--- src/rtl/rot_reset_ctrl_pkg.sv ---
// Shared types and widths for the RoT reset controller.
// FSM state encoding, field widths, event record width helper.
package rot_reset_ctrl_pkg;

  localparam int SEQ_W = 8;
  localparam int PC_W  = 16;

  typedef enum logic [1:0] {
    ST_IDLE    = 2'd0,
    ST_KILL    = 2'd1,
    ST_RELEASE = 2'd2
  } state_t;

  // Event record: {src, pc, seq, retry}
  function automatic int rec_w(input int nsrc);
    return nsrc + PC_W + SEQ_W + 1;
  endfunction

endpackage

--- src/rtl/rot_reset_ctrl_if.sv ---
// Kill event record port (valid/ready) to attestation logic.
// master: controller drives record; slave: consumer drives ready.
interface rot_reset_ctrl_if #(
  parameter int NSRC = 2
) ();
  import rot_reset_ctrl_pkg::*;

  logic             evt_valid;
  logic             evt_ready;
  logic [NSRC-1:0]  evt_src;
  logic [PC_W-1:0]  evt_pc;
  logic [SEQ_W-1:0] evt_seq;
  logic             evt_retry;

  modport master (
    output evt_valid,
    output evt_src,
    output evt_pc,
    output evt_seq,
    output evt_retry,
    input  evt_ready
  );

  modport slave (
    input  evt_valid,
    input  evt_src,
    input  evt_pc,
    input  evt_seq,
    input  evt_retry,
    output evt_ready
  );
endinterface

--- src/rtl/rot_reset_ctrl_slot.sv ---
// Single-entry valid/ready holding register with sticky overflow.
// Ports: clk, rst, i_cap/i_data (capture), i_ready, o_valid, o_data, o_ovf.
module rot_reset_ctrl_slot #(
  parameter int W = 27
) (
  input  logic         clk,
  input  logic         rst,
  input  logic         i_cap,
  input  logic [W-1:0] i_data,
  input  logic         i_ready,
  output logic         o_valid,
  output logic [W-1:0] o_data,
  output logic         o_ovf
);

  logic         r_valid;
  logic         r_ovf;
  logic [W-1:0] r_data;
  logic         w_load;

  // A capture lands if the slot is empty or drains this same edge
  assign w_load = i_cap && (!r_valid || i_ready);

  always_ff @(posedge clk) begin
    if (rst) begin
      r_valid <= 1'b0;
      r_data  <= '0;
      r_ovf   <= 1'b0;
    end else begin
      if (w_load) begin
        r_valid <= 1'b1;
        r_data  <= i_data;
      end else if (r_valid && i_ready) begin
        r_valid <= 1'b0;
      end
      if (i_cap && !w_load) begin
        r_ovf <= 1'b1;
      end
    end
  end

  assign o_valid = r_valid;
  assign o_data  = r_data;
  assign o_ovf   = r_ovf;

endmodule

--- src/rtl/rot_reset_ctrl.sv ---
// Monitor-driven MCU reset controller: stretched kills, timeout re-kill, event log.
// Ports: clk, rst, i_req, i_pc, o_cpu_reset, evt (record port), o_evt_overflow, o_kill_cnt.
module rot_reset_ctrl
  import rot_reset_ctrl_pkg::*;
#(
  parameter int NSRC       = 2,
  parameter int RST_CYCLES = 8,
  parameter int TIMEOUT    = 64,
  parameter int CNT_W      = 16
) (
  input  logic              clk,
  input  logic              rst,
  input  logic [NSRC-1:0]   i_req,
  input  logic [PC_W-1:0]   i_pc,
  output logic              o_cpu_reset,
  rot_reset_ctrl_if.master  evt,
  output logic              o_evt_overflow,
  output logic [CNT_W-1:0]  o_kill_cnt
);

  localparam int CMAX = (TIMEOUT > RST_CYCLES) ? TIMEOUT : RST_CYCLES;
  localparam int CW   = $clog2(CMAX);
  localparam int RW   = rec_w(NSRC);

  state_t             r_state;
  state_t             w_state_nx;
  logic [CW-1:0]      r_cnt;
  logic [CW-1:0]      w_cnt_nx;
  logic               r_cpu_reset;
  logic               w_rst_nx;
  logic [SEQ_W-1:0]   r_seq;
  logic [CNT_W-1:0]   r_kill_cnt;
  logic               w_req_any;
  logic               w_kill;
  logic               w_retry;
  logic [RW-1:0]      w_rec_d;
  logic [RW-1:0]      w_rec_q;

  assign w_req_any = |i_req;

  always_ff @(posedge clk) begin
    if (rst) begin
      r_state     <= ST_IDLE;
      r_cnt       <= '0;
      r_cpu_reset <= 1'b0;
      r_seq       <= '0;
      r_kill_cnt  <= '0;
    end else begin
      r_state     <= w_state_nx;
      r_cnt       <= w_cnt_nx;
      r_cpu_reset <= w_rst_nx;
      if (w_kill) begin
        r_seq <= r_seq + 1'b1;
        if (~&r_kill_cnt) begin
          r_kill_cnt <= r_kill_cnt + 1'b1;
        end
      end
    end
  end

  always_comb begin
    w_state_nx = r_state;
    w_cnt_nx   = r_cnt;
    w_rst_nx   = r_cpu_reset;
    w_kill     = 1'b0;
    w_retry    = 1'b0;
    unique case (r_state)
      ST_IDLE: begin
        if (w_req_any) begin
          w_kill = 1'b1;
        end
      end
      ST_KILL: begin
        if (r_cnt == '0) begin
          w_state_nx = ST_RELEASE;
          w_rst_nx   = 1'b0;
          w_cnt_nx   = CW'(TIMEOUT - 1);
        end else begin
          w_cnt_nx = r_cnt - 1'b1;
        end
      end
      ST_RELEASE: begin
        // Dropped request wins over an expiring timer
        if (!w_req_any) begin
          w_state_nx = ST_IDLE;
        end else if (r_cnt == '0) begin
          w_kill  = 1'b1;
          w_retry = 1'b1;
        end else begin
          w_cnt_nx = r_cnt - 1'b1;
        end
      end
      default: begin
        w_state_nx = ST_IDLE;
        w_rst_nx   = 1'b0;
      end
    endcase
    if (w_kill) begin
      w_state_nx = ST_KILL;
      w_rst_nx   = 1'b1;
      w_cnt_nx   = CW'(RST_CYCLES - 1);
    end
  end

  assign w_rec_d = {i_req, i_pc, r_seq, w_retry};

  rot_reset_ctrl_slot #(
    .W (RW)
  ) u_slot (
    .clk     (clk),
    .rst     (rst),
    .i_cap   (w_kill),
    .i_data  (w_rec_d),
    .i_ready (evt.evt_ready),
    .o_valid (evt.evt_valid),
    .o_data  (w_rec_q),
    .o_ovf   (o_evt_overflow)
  );

  assign evt.evt_retry = w_rec_q[0];
  assign evt.evt_seq   = w_rec_q[SEQ_W:1];
  assign evt.evt_pc    = w_rec_q[PC_W+SEQ_W:SEQ_W+1];
  assign evt.evt_src   = w_rec_q[RW-1:RW-NSRC];

  assign o_cpu_reset = r_cpu_reset;
  assign o_kill_cnt  = r_kill_cnt;

endmodule

--- src/flat_wrapper.sv ---
// flat-port wrapper written by rule: the top's interface ports become plain ports
module rot_reset_ctrl_flat import rot_reset_ctrl_pkg::*;
#(
  parameter int NSRC       = 2,
  parameter int RST_CYCLES = 8,
  parameter int TIMEOUT    = 64,
  parameter int CNT_W      = 16
)
  (clk, rst, i_req, i_pc, o_cpu_reset, o_evt_overflow, o_kill_cnt, evt_evt_valid, evt_evt_src, evt_evt_pc, evt_evt_seq, evt_evt_retry, evt_evt_ready);
  rot_reset_ctrl_if #(.NSRC(NSRC)) evt_i ();
  input  logic clk;
  input  logic rst;
  input  logic [NSRC-1:0] i_req;
  input  logic [PC_W-1:0] i_pc;
  output logic o_cpu_reset;
  output logic o_evt_overflow;
  output logic [CNT_W-1:0] o_kill_cnt;
  output wire logic [$bits(evt_i.evt_valid)-1:0] evt_evt_valid;
  output wire logic [$bits(evt_i.evt_src)-1:0] evt_evt_src;
  output wire logic [$bits(evt_i.evt_pc)-1:0] evt_evt_pc;
  output wire logic [$bits(evt_i.evt_seq)-1:0] evt_evt_seq;
  output wire logic [$bits(evt_i.evt_retry)-1:0] evt_evt_retry;
  input wire logic [$bits(evt_i.evt_ready)-1:0] evt_evt_ready;
  assign evt_evt_valid = evt_i.evt_valid;
  assign evt_evt_src = evt_i.evt_src;
  assign evt_evt_pc = evt_i.evt_pc;
  assign evt_evt_seq = evt_i.evt_seq;
  assign evt_evt_retry = evt_i.evt_retry;
  assign evt_i.evt_ready = evt_evt_ready;
  rot_reset_ctrl #(.NSRC(NSRC), .RST_CYCLES(RST_CYCLES), .TIMEOUT(TIMEOUT), .CNT_W(CNT_W)) u_core (.clk(clk), .rst(rst), .i_req(i_req), .i_pc(i_pc), .o_cpu_reset(o_cpu_reset), .evt(evt_i), .o_evt_overflow(o_evt_overflow), .o_kill_cnt(o_kill_cnt));
endmodule
--- config.mk ---
export PLATFORM = sky130hd
export DESIGN_NAME = rot_reset_ctrl_flat
export DESIGN_NICKNAME = d
export VERILOG_FILES = /design/src/rtl/rot_reset_ctrl_pkg.sv /design/src/rtl/rot_reset_ctrl_if.sv /design/src/rtl/rot_reset_ctrl_slot.sv /design/src/rtl/rot_reset_ctrl.sv /design/src/flat_wrapper.sv
export SDC_FILE = /design/constraint.sdc
export NUM_CORES = 1
export LEC_CHECK = 0
export BUFFER_PORTS_ARGS = -buffer_cell sky130_fd_sc_hd__buf_4
export CORE_MARGIN = 3
export CORE_UTILIZATION = 42
export DETAILED_ROUTE_END_ITERATION = 10
export SYNTH_ARGS = -nofsm -noshare
export SYNTH_HDL_FRONTEND = slang
export SYNTH_HIERARCHICAL = 1
export SYNTH_SLANG_ARGS = --single-unit
--- constraint.sdc ---
create_clock -name clk -period 6.5 [get_ports clk]
set_clock_uncertainty 0.15 [all_clocks]
set_input_delay 0.325 -clock clk [delete_from_list [all_inputs] [get_ports clk]]
set_output_delay 0.325 -clock clk [all_outputs]
set_load 0.005 [all_outputs]
==> summary.txt, run 1 <==
Setup violations, final: 0
PnR worst setup slack: 3.609 ns
Number of synthesized flops with an enable pin: 0
Sw frac: 28.42%
Final Hold Fails: 0
H-tree Lvls: 3
Fraction of layout cells with a size suffix above 1: 23.79%
Most used DFF post-synth: dfxtp_1
Pwr Total: 0.9576 mW
Non-filler cells, final: 511
LEAKAGE: 1.507 nW
Worst Path Max Fanout: 37
P_sw: 0.2722 mW
Total track usage: 15.58%
Die Y: 93.45 microns
Number of post-CTS setup repair buffers: 0
Mean routed wirelength per cell: 13.35 microns
Final Cell Area: 0.003881 sq mm
Unique masters post-synth: 49
Utilization after layout: 52.94%
Logic pwr share: 19.7%
Syn_nets: 377
Crit path capture type: register
Nets: 433
Worst hold slack: 0.1095 ns
# Max-Cap Violations: 0
Root Buffer: clkbuf_8
Leading cell type in the layout, fill and taps excluded: buf_4
Area taken by multi-input logic gates: 0.001794 sq mm
Largest net degree at the start of global routing: 97
First-pass GRT wire length: 11180 microns
Antenna cells: 0
Port Buffer Count: 66
Placement Setup Slack: 3.602 ns
Clock tree sinks: 62
Share of power burned in registers: 45.8%
Aggregate routed wire length: 6820 microns
Vias in the first global route: 2425
Fill count: 694
Flop2flop setup slack: 3.61 ns
Post-Syn Area: 0.003212 sq mm
Min Tclk post-route: 2.891 ns
Outcome: completed
Post-route DRC: 0
Full die area: 0.008733 sq mm
TritonCTS clock tree: yes
Worst hold-check path type: input pin to register
Area grow syn2layout: 20.84%
Cells after DPL: 496
Post-Synthesis Cells: 352
RSZ-0062 raised after global routing: false
Core area: 0.007331 sq mm
Launch point of the critical path: u_core/r_cnt[0]
Vias/cell: 5.286
Initial core utilization: 43.81%
Commonest cells after routing, fill and taps aside: buf_4, dfxtp_1, nand2b_1
Number of DRC markers in iteration 0: 171
Worst r2r dst: u_core/u_slot/o_data[6]
Sequential fraction of the synthesis area: 38.64%
Worst hold start: i_pc[2]
Clock-pin slew on the worst setup and hold paths: 0.07 ns
Internal power: 0.6854 mW
Routed Antenna Nets: 0
Crit path required time: 6.60 ns
Setup total negative slack: 0 ns
Max frequency: 345.9 MHz
R2R cell count: 7
DP Area: 0.003692 sq mm
Rel. slew slack: 28.19%
Asr flop ratio synth: 0%
Initial DRT Pass Iterations: 4
Worst-Margin Slew: 1.068 ns
Initial antenna violation count: 0
Yosys warnings: 6
# IOs: 67
Clk pwr share: 34.5%
Worst setup path end: u_core/u_slot/o_data[6]
FF+latch area: 0.001241 sq mm
Worst Path Class, Setup: register to register
PwrDens: 246.7 mW/mm^2
Gr ovfl total: 0
Slew Viols, Final: 0
Via count of the routed design: 2701
Critical Path AT: 2.99 ns
Post-route clock period utilization: 44.48%
Startpoint Class: register
Worst r2r src: u_core/r_cnt[0]
CTS resizes: 0
TritonCTS Buffers: 9
Max Root-Sink Buffers: 2
Clock Latency Late Sink: 0.33 ns
Hold Buf Count CTS: 0
Placed wire-length estimate: 4432 microns
Highest ir drop seen on vdd: 0.00008724 V
# rows: 31
Average cell area after synthesis: 9.125 sq um
Yosys reg bits: 62
Die width: 93.45 microns
GPL Wtd Cong: 0.8188
-- per-layer routing --
metal / vias up / share of wire [%] / track usage [%]
li1: 1371 / - / -
met1: 1242 / 50 / 21.80
met2: 76 / 42 / 23.11
met3: 12 / 5.9 / 3.298
met4: 0 / 1.5 / 6.471
met5: - / 0 / 0
-- cell usage after synthesis, drive strengths merged, types with 6 or more instances --
cell     n  area, sq um
dfxtp   62         1241
nand2b  55        344.1
mux2i   27        270.3
a21oi   25        125.1
nor2    18        67.56
nand2   13        48.80
nand3   13        65.06
nor2b   12        90.09
clkbuf  11        41.29
buf     10        97.60
inv     10        37.54
mux2     9        101.4
nor3     9        45.04
o31ai    8        73.82
or4      8        60.06
o21ai    7        35.03
nand4    6        37.54
-- power by group through the flow --
stage / Combinational (mW) / Clock, mW / Sequential (mW)
6_report: 0.189 / 0.330 / 0.439
2_1_floorplan: 0.147 / 0 / 0.440
5_1_grt: 0.210 / 0.358 / 0.443
4_1_cts: 0.190 / 0.342 / 0.439
3_5_place_dp: 0.190 / 0 / 0.447
3_3_place_gp: 0.188 / 0 / 0.447
-- layout make-up --
cell class / count / area share (%)
clock buffer: 11 / 3.643
clock inverter: 4 / 1.225
inverter: 10 / 0.9671
multi-input combinational: 259 / 46.23
sequential: 62 / 31.98
tap: 99 / 3.191
timing repair buffer: 66 / 12.77
-- worst min-delay path by stage --
stage | end | depth (start not counted)
floorplan | u_core/r_seq[7] | 2
global placement | u_core/u_slot/o_data[19] | 2
detailed placement | u_core/u_slot/o_data[25] | 2
CTS | u_core/u_slot/o_data[11] | 3
global route | u_core/u_slot/o_data[22] | 3
finish | u_core/u_slot/o_data[11] | 3
-- worst max-delay path: stages (launching register included) --
cell,delay [ns]
dfxtp_1,0.36
inv_1,0.11
ha_1,0.19
and2b_1,0.23
o211ai_4,0.31
inv_1,0.30
nor2b_4,0.87
mux2i_1,0.27
-- flip-flops by register name, indices dropped and copies added, names as in the netlist --
signal,flops
u_core/o_kill_cnt,16
u_core/r_seq,8
u_core/r_cnt,6
u_core/u_slot/o_data,27
u_core/u_slot/o_valid,1
u_core/r_state,2
u_core/u_slot/o_ovf,1
u_core/o_cpu_reset,1
-- kinds of logic after synthesis --
logic type	Yosys count	share of synthesized area (%)
and+or+nand+nor	159	29.49
xor gates and xnor gates	1	0.2727
muxes	36	11.57
adders and majority gates	4	1.558
AOI/OAI and AO/OA	59	12.97
DFF	62	38.64
buffers and inverters	31	5.493
No activity file was read; power rests on OpenSTA's default activity.
==> inputs of run 2 (changes only) <==
==> constraint.sdc (replaced) <==
create_clock -name clk -period 2.7 [get_ports clk]
set_clock_uncertainty 0.15 [all_clocks]
set_input_delay 0.135 -clock clk [delete_from_list [all_inputs] [get_ports clk]]
set_output_delay 0.135 -clock clk [all_outputs]
set_load 0.005 [all_outputs]
==> run 2 against run 1 <==
Register-to-register slack lost 3.3 ns. Fmax grew 21%. Clock-buffer cell count shrank 1. Critical endpoint unchanged.
==> summary.txt, run 2 (synthesis results as in run 1) <==
Outcome: completed
Leading cell type in the layout, fill and taps excluded: buf_4
Root Buffer: clkbuf_8
TritonCTS Buffers: 9
Highest ir drop seen on vdd: 0.0003961 V
Initial core utilization: 43.81%
Crit path capture type: register
Fraction of layout cells with a size suffix above 1: 24.20%
Number of DRC markers in iteration 0: 125
Placement Setup Slack: 0.3148 ns
Setup total negative slack: 0 ns
Clock-pin slew on the worst setup and hold paths: 0.08 ns
CTS resizes: 0
LEAKAGE: 1.617 nW
Crit-path cells: inv_1 > ha_1 > and2b_1 > o211ai_4 > inv_1 > nor2b_4 > mux2i_1
Largest net degree at the start of global routing: 97
Placed wire-length estimate: 4650 microns
Worst Path Class, Setup: register to register
Routed Antenna Nets: 0
Aggregate routed wire length: 7209 microns
Sw frac: 29.30%
Nets: 458
Max Root-Sink Buffers: 2
Area grow syn2layout: 28.75%
Gr ovfl total: 0
Slowest-stage cell, CP: nor2b_4
Critical Path AT: 2.50 ns
Max reg flops: 27
Initial DRT Pass Iterations: 4
Post-route DRC: 0
Antenna cells: 0
TritonCTS clock tree: yes
Full die area: 0.008733 sq mm
# Max-Cap Violations: 0
Rel. slew slack: 34.65%
Vias/cell: 5.173
Worst hold-check path type: input pin to register
Slew Viols, Final: 0
GPL Wtd Cong: 0.8582
Crit path required time: 2.81 ns
Die width: 93.45 microns
Vias in the first global route: 2599
Utilization after layout: 56.41%
Clock tree sinks: 62
Clock Latency Late Sink: 0.33 ns
Number of post-CTS setup repair buffers: 0
Commonest cells after routing, fill and taps aside: buf_4, dfxtp_1, nand2b_1
Worst Path Max Fanout: 27
H-tree Lvls: 3
Internal power: 1.695 mW
Startpoint Class: register
P_sw: 0.7023 mW
Setup violations, final: 0
Worst hold slack: 0.2058 ns
# rows: 31
Via count of the routed design: 2778
PwrDens: 579.7 mW/mm^2
Worst-Margin Slew: 0.9782 ns
Max frequency: 418.7 MHz
Initial antenna violation count: 0
Die Y: 93.45 microns
Total track usage: 17.22%
Most frequent CP cell: inv_1
RSZ-0062 raised after global routing: false
# IOs: 67
Min Tclk post-route: 2.388 ns
Share of power burned in registers: 43.8%
Port Buffer Count: 66
Clk pwr share: 35.1%
Post-route clock period utilization: 88.46%
Final Hold Fails: 0
Slowest stage delay, CP: 0.80 ns
First-pass GRT wire length: 12060 microns
Core area: 0.007331 sq mm
Logic pwr share: 21.1%
Mean routed wirelength per cell: 13.42 microns
PnR worst setup slack: 0.3115 ns
==> run 2: cell types whose count changed in the layout (fill, tap and decap cells not counted), sizes merged <==
cell         change
dlygate4sd3     +19
buf              +6
clkinvlp         +2
clkbuf           -1
clkinv           -1
inv              +1
==> run 2: final timing paths <==
path / end / start / slack (ns) / cells past startpoint
setup / recovery: u_core/u_slot/o_data[6] / u_core/r_cnt[0] / 0.31 / 7
hold / removal: u_core/u_slot/o_ovf / rst / 0.21 / 2
setup reg to reg: u_core/u_slot/o_data[6] / u_core/r_cnt[0] / 0.31 / 7
hold reg to reg: u_core/u_slot/o_ovf / u_core/u_slot/o_ovf / 0.32 / 2
==> run 2: metal layers <==
metal | vias up | wire length (microns) | track usage (%) | share of wire, %
met2 | 74 | 3300 | 26.50 | 46
met3 | 8 | 361 | 6.034 | 5.0
met5 | - | 0 | 0 | 0
met4 | 0 | 85 | 5.495 | 1.2
met1 | 1275 | 3462 | 22.49 | 48
li1 | 1421 | - | - | -
==> run 2: final cells by class <==
| type | instances | area (sq um) |
|---|---|---|
| repair buffers | 91 | 730.7 |
| clock buffers | 10 | 137.6 |
| clock inverters | 6 | 70.07 |
| multi-input cells | 259 | 1794 |
| flip-flops and latches | 62 | 1241 |
| well taps | 99 | 123.9 |
| fillers | 654 | 3196 |
| inverters | 10 | 37.54 |
==> run 2: stage by stage <==
step	instances	cell area, sq um	total power, mW
final	537	4135	2.397
after CTS	537	4135	2.432
after global placement	502	3737	1.549
after detailed placement	502	3737	1.555
after floorplan	352	3212	1.413
after global routing	537	4135	2.540
==> run 2: repair_timing <==
action                     in CTS  in global routing
setup endpoints to repair       0                  0
hold endpoints to repair       20                  0
hold buffers                   19                  0
==> run 2: power groups by stage <==
| stage | combinational (mW) | sequential [mW] | clock, mW |
|---|---|---|---|
| after floorplan | 0.354 | 1.06 | 0 |
| after global placement | 0.482 | 1.07 | 0 |
| after detailed placement | 0.486 | 1.07 | 0 |
| after CTS | 0.511 | 1.05 | 0.874 |
| after global routing | 0.561 | 1.06 | 0.919 |
| final | 0.506 | 1.05 | 0.842 |
==> run 2: critical path: cells and delay by family, from the launching register on <==
kind / cells / cell delay, ns
AND/OR/NAND/NOR: 2 / 1.04
flip-flops: 1 / 0.36
buffers and inverters: 2 / 0.20
multiplexers: 1 / 0.29
adder cells (fa/ha/maj): 1 / 0.19
AO/OA/AOI/OAI: 1 / 0.09
==> inputs of run 3 (changes only) <==
--- a/config.mk
+++ b/config.mk
@@ -6,6 +6,7 @@
 export NUM_CORES = 1
 export LEC_CHECK = 0
 export BUFFER_PORTS_ARGS = -buffer_cell sky130_fd_sc_hd__buf_4
+export CAP_MARGIN = 20
 export CORE_MARGIN = 3
 export CORE_UTILIZATION = 42
 export DETAILED_ROUTE_END_ITERATION = 10
==> constraint.sdc (replaced) <==
create_clock -name clk -period 2.45 [get_ports clk]
set_clock_uncertainty 0.15 [all_clocks]
set_input_delay 0.1225 -clock clk [delete_from_list [all_inputs] [get_ports clk]]
set_output_delay 0.1225 -clock clk [all_outputs]
set_load 0.005 [all_outputs]
==> run 3 against run 2 <==
Worst hold slack improved by 0.016 ns. Critical path depth stayed put. Register-to-register slack worse by 0.14 ns. Final area up 0.54%. Sequential share of layout area shrank 0.16 points. Fmax increased by 4.7%. Routed wire length shrank 1.5%. Clock-buffer cell count is 1 lower. Sequential power grew 9.5%. Via count rose by 1.9%. Critical path type unchanged. Highest routed layer unchanged. Clock power is 5.2% higher. Setup slack lost 0.14 ns.
==> summary.txt, run 3 (synthesis results as in run 1) <==
Outcome: completed
Fill count: 679
Worst Path Class, Setup: register to register
Slowest stage delay, CP: 0.57 ns
Placed wire-length estimate: 4603 microns
Startpoint Class: register
Placement Setup Slack: 0.08734 ns
TritonCTS Buffers: 9
Delay-heaviest family, CP: simple AND/OR/NAND/NOR gates
Clock Latency Late Sink: 0.33 ns
Worst r2r src: u_core/r_cnt[0]
Logic pwr share: 22.3%
Routed Antenna Nets: 0
Slowest-stage cell, CP: or4_1
Worst-Margin Slew: 0.8488 ns
P_sw: 0.7661 mW
Root Buffer: clkbuf_8
Initial antenna violation count: 0
Launch point of the critical path: u_core/r_cnt[0]
# rows: 31
Number of post-CTS setup repair buffers: 0
WP buf/inv: 2
H-tree Lvls: 3
Full die area: 0.008733 sq mm
Clock-pin slew on the worst setup and hold paths: 0.08 ns
Initial core utilization: 43.81%
Die Y: 93.45 microns
Crit-path cells: inv_1 > ha_1 > and2b_1 > o211ai_4 > buf_4 > or4_1 > a221oi_2
Commonest cells after routing, fill and taps aside: buf_4, dfxtp_1, nand2b_1
Crit path required time: 2.55 ns
CTS resizes: 0
Cells after DPL: 505
Rel. slew slack: 43.16%
LEAKAGE: 1.644 nW
TritonCTS clock tree: yes
RSZ-0062 raised after global routing: false
Die width: 93.45 microns
Area grow syn2layout: 29.45%
Nets: 462
Vias in the first global route: 2494
PnR worst setup slack: 0.1690 ns
Internal power: 1.849 mW
Gr ovfl total: 0
Post-route DRC: 0
Core area: 0.007331 sq mm
First-pass GRT wire length: 11490 microns
# Max-Cap Violations: 0
Setup violations, final: 0
Share of power burned in registers: 43.8%
Clk pwr share: 33.9%
Vias/cell: 5.233
Crit path capture type: register
Slew Viols, Final: 0
Port Buffer Count: 66
Worst hold start: rst
Initial DRT Pass Iterations: 4
Max Root-Sink Buffers: 2
Worst hold-check path type: input pin to register
Fraction of layout cells with a size suffix above 1: 24.89%
Clock tree sinks: 62
Aggregate routed wire length: 7102 microns
Worst Path Max Fanout: 36
# IOs: 67
Setup total negative slack: 0 ns
Largest net degree at the start of global routing: 97
Leading cell type in the layout, fill and taps excluded: buf_4
Final Hold Fails: 0
Post-route clock period utilization: 93.10%
Max frequency: 438.4 MHz
Number of DRC markers in iteration 0: 125
Via count of the routed design: 2831
Max reg flops: 27
Non-filler cells, final: 541
Min Tclk post-route: 2.281 ns
Mean routed wirelength per cell: 13.13 microns
GPL Wtd Cong: 0.8680
PwrDens: 628.9 mW/mm^2
Highest ir drop seen on vdd: 0.0002556 V
Critical Path AT: 2.38 ns
Antenna cells: 0
Sw frac: 29.30%
Total track usage: 16.14%
==> run 3: cell count changes in the layout (fill, tap and decap cells not counted) <==
cell,before,now
buf_4,72,75
clkbuf_8,10,9
clkinvlp_4,3,0
inv_6,1,0
clkinv_2,0,2
clkinv_4,1,4
nor2b_2,0,1
==> run 3: final timing paths <==
path | end | slack, ns | depth (start not counted)
setup / recovery | u_core/o_kill_cnt[14] | 0.17 | 7
hold / removal | u_core/u_slot/o_valid | 0.22 | 2
setup reg to reg | u_core/o_kill_cnt[14] | 0.17 | 7
hold reg to reg | u_core/u_slot/o_ovf | 0.32 | 2
==> run 3: area by class of cell <==
type / instances / area, sq um / share of cell area, %
multi-input combinational: 260 / 1803 / 43.36
sequential: 62 / 1241 / 29.85
timing repair buffer: 94 / 753.2 / 18.12
clock buffer: 9 / 123.9 / 2.979
tap: 99 / 123.9 / 2.979
clock inverter: 7 / 75.07 / 1.806
inverter: 10 / 37.54 / 0.9028
==> run 3: per-layer routing <==
layer,part of all wire (%),global-route usage [%],vias up
li1,-,-,1434
met1,48,21.50,1297
met2,44,25.01,91
met3,6.4,3.379,9
met4,1.3,7.204,0
met5,0,0,-
==> run 3: power by group through the flow <==
| stage | Combinational, mW | Clock (mW) | Sequential, mW |
|---|---|---|---|
| 6_report | 0.583 | 0.886 | 1.15 |
| 5_1_grt | 0.643 | 0.965 | 1.16 |
| 4_1_cts | 0.583 | 0.920 | 1.15 |
| 3_5_place_dp | 0.557 | 0 | 1.17 |
| 3_3_place_gp | 0.552 | 0 | 1.17 |
| 2_1_floorplan | 0.390 | 0 | 1.17 |
==> run 3: timing repair <==
| action | in CTS | in global routing |
|---|---|---|
| endpoints found under the hold margin | 20 | 0 |
| endpoints found under the setup margin | 0 | 20 |
| hold buffers | 19 | 0 |
==> run 3: through the flow <==
stage	area (sq um)	power (mW)	utilization (%)	hold WS (ns)
2_1_floorplan	3212	1.557	-	0.1274
5_1_grt	4158	2.764	56.72	0.2462
3_5_place_dp	3760	1.725	51.29	0.2551
4_1_cts	4149	2.649	56.60	0.2001
3_3_place_gp	3760	1.717	51.29	0.2425
6_report	4158	2.615	56.72	0.2215
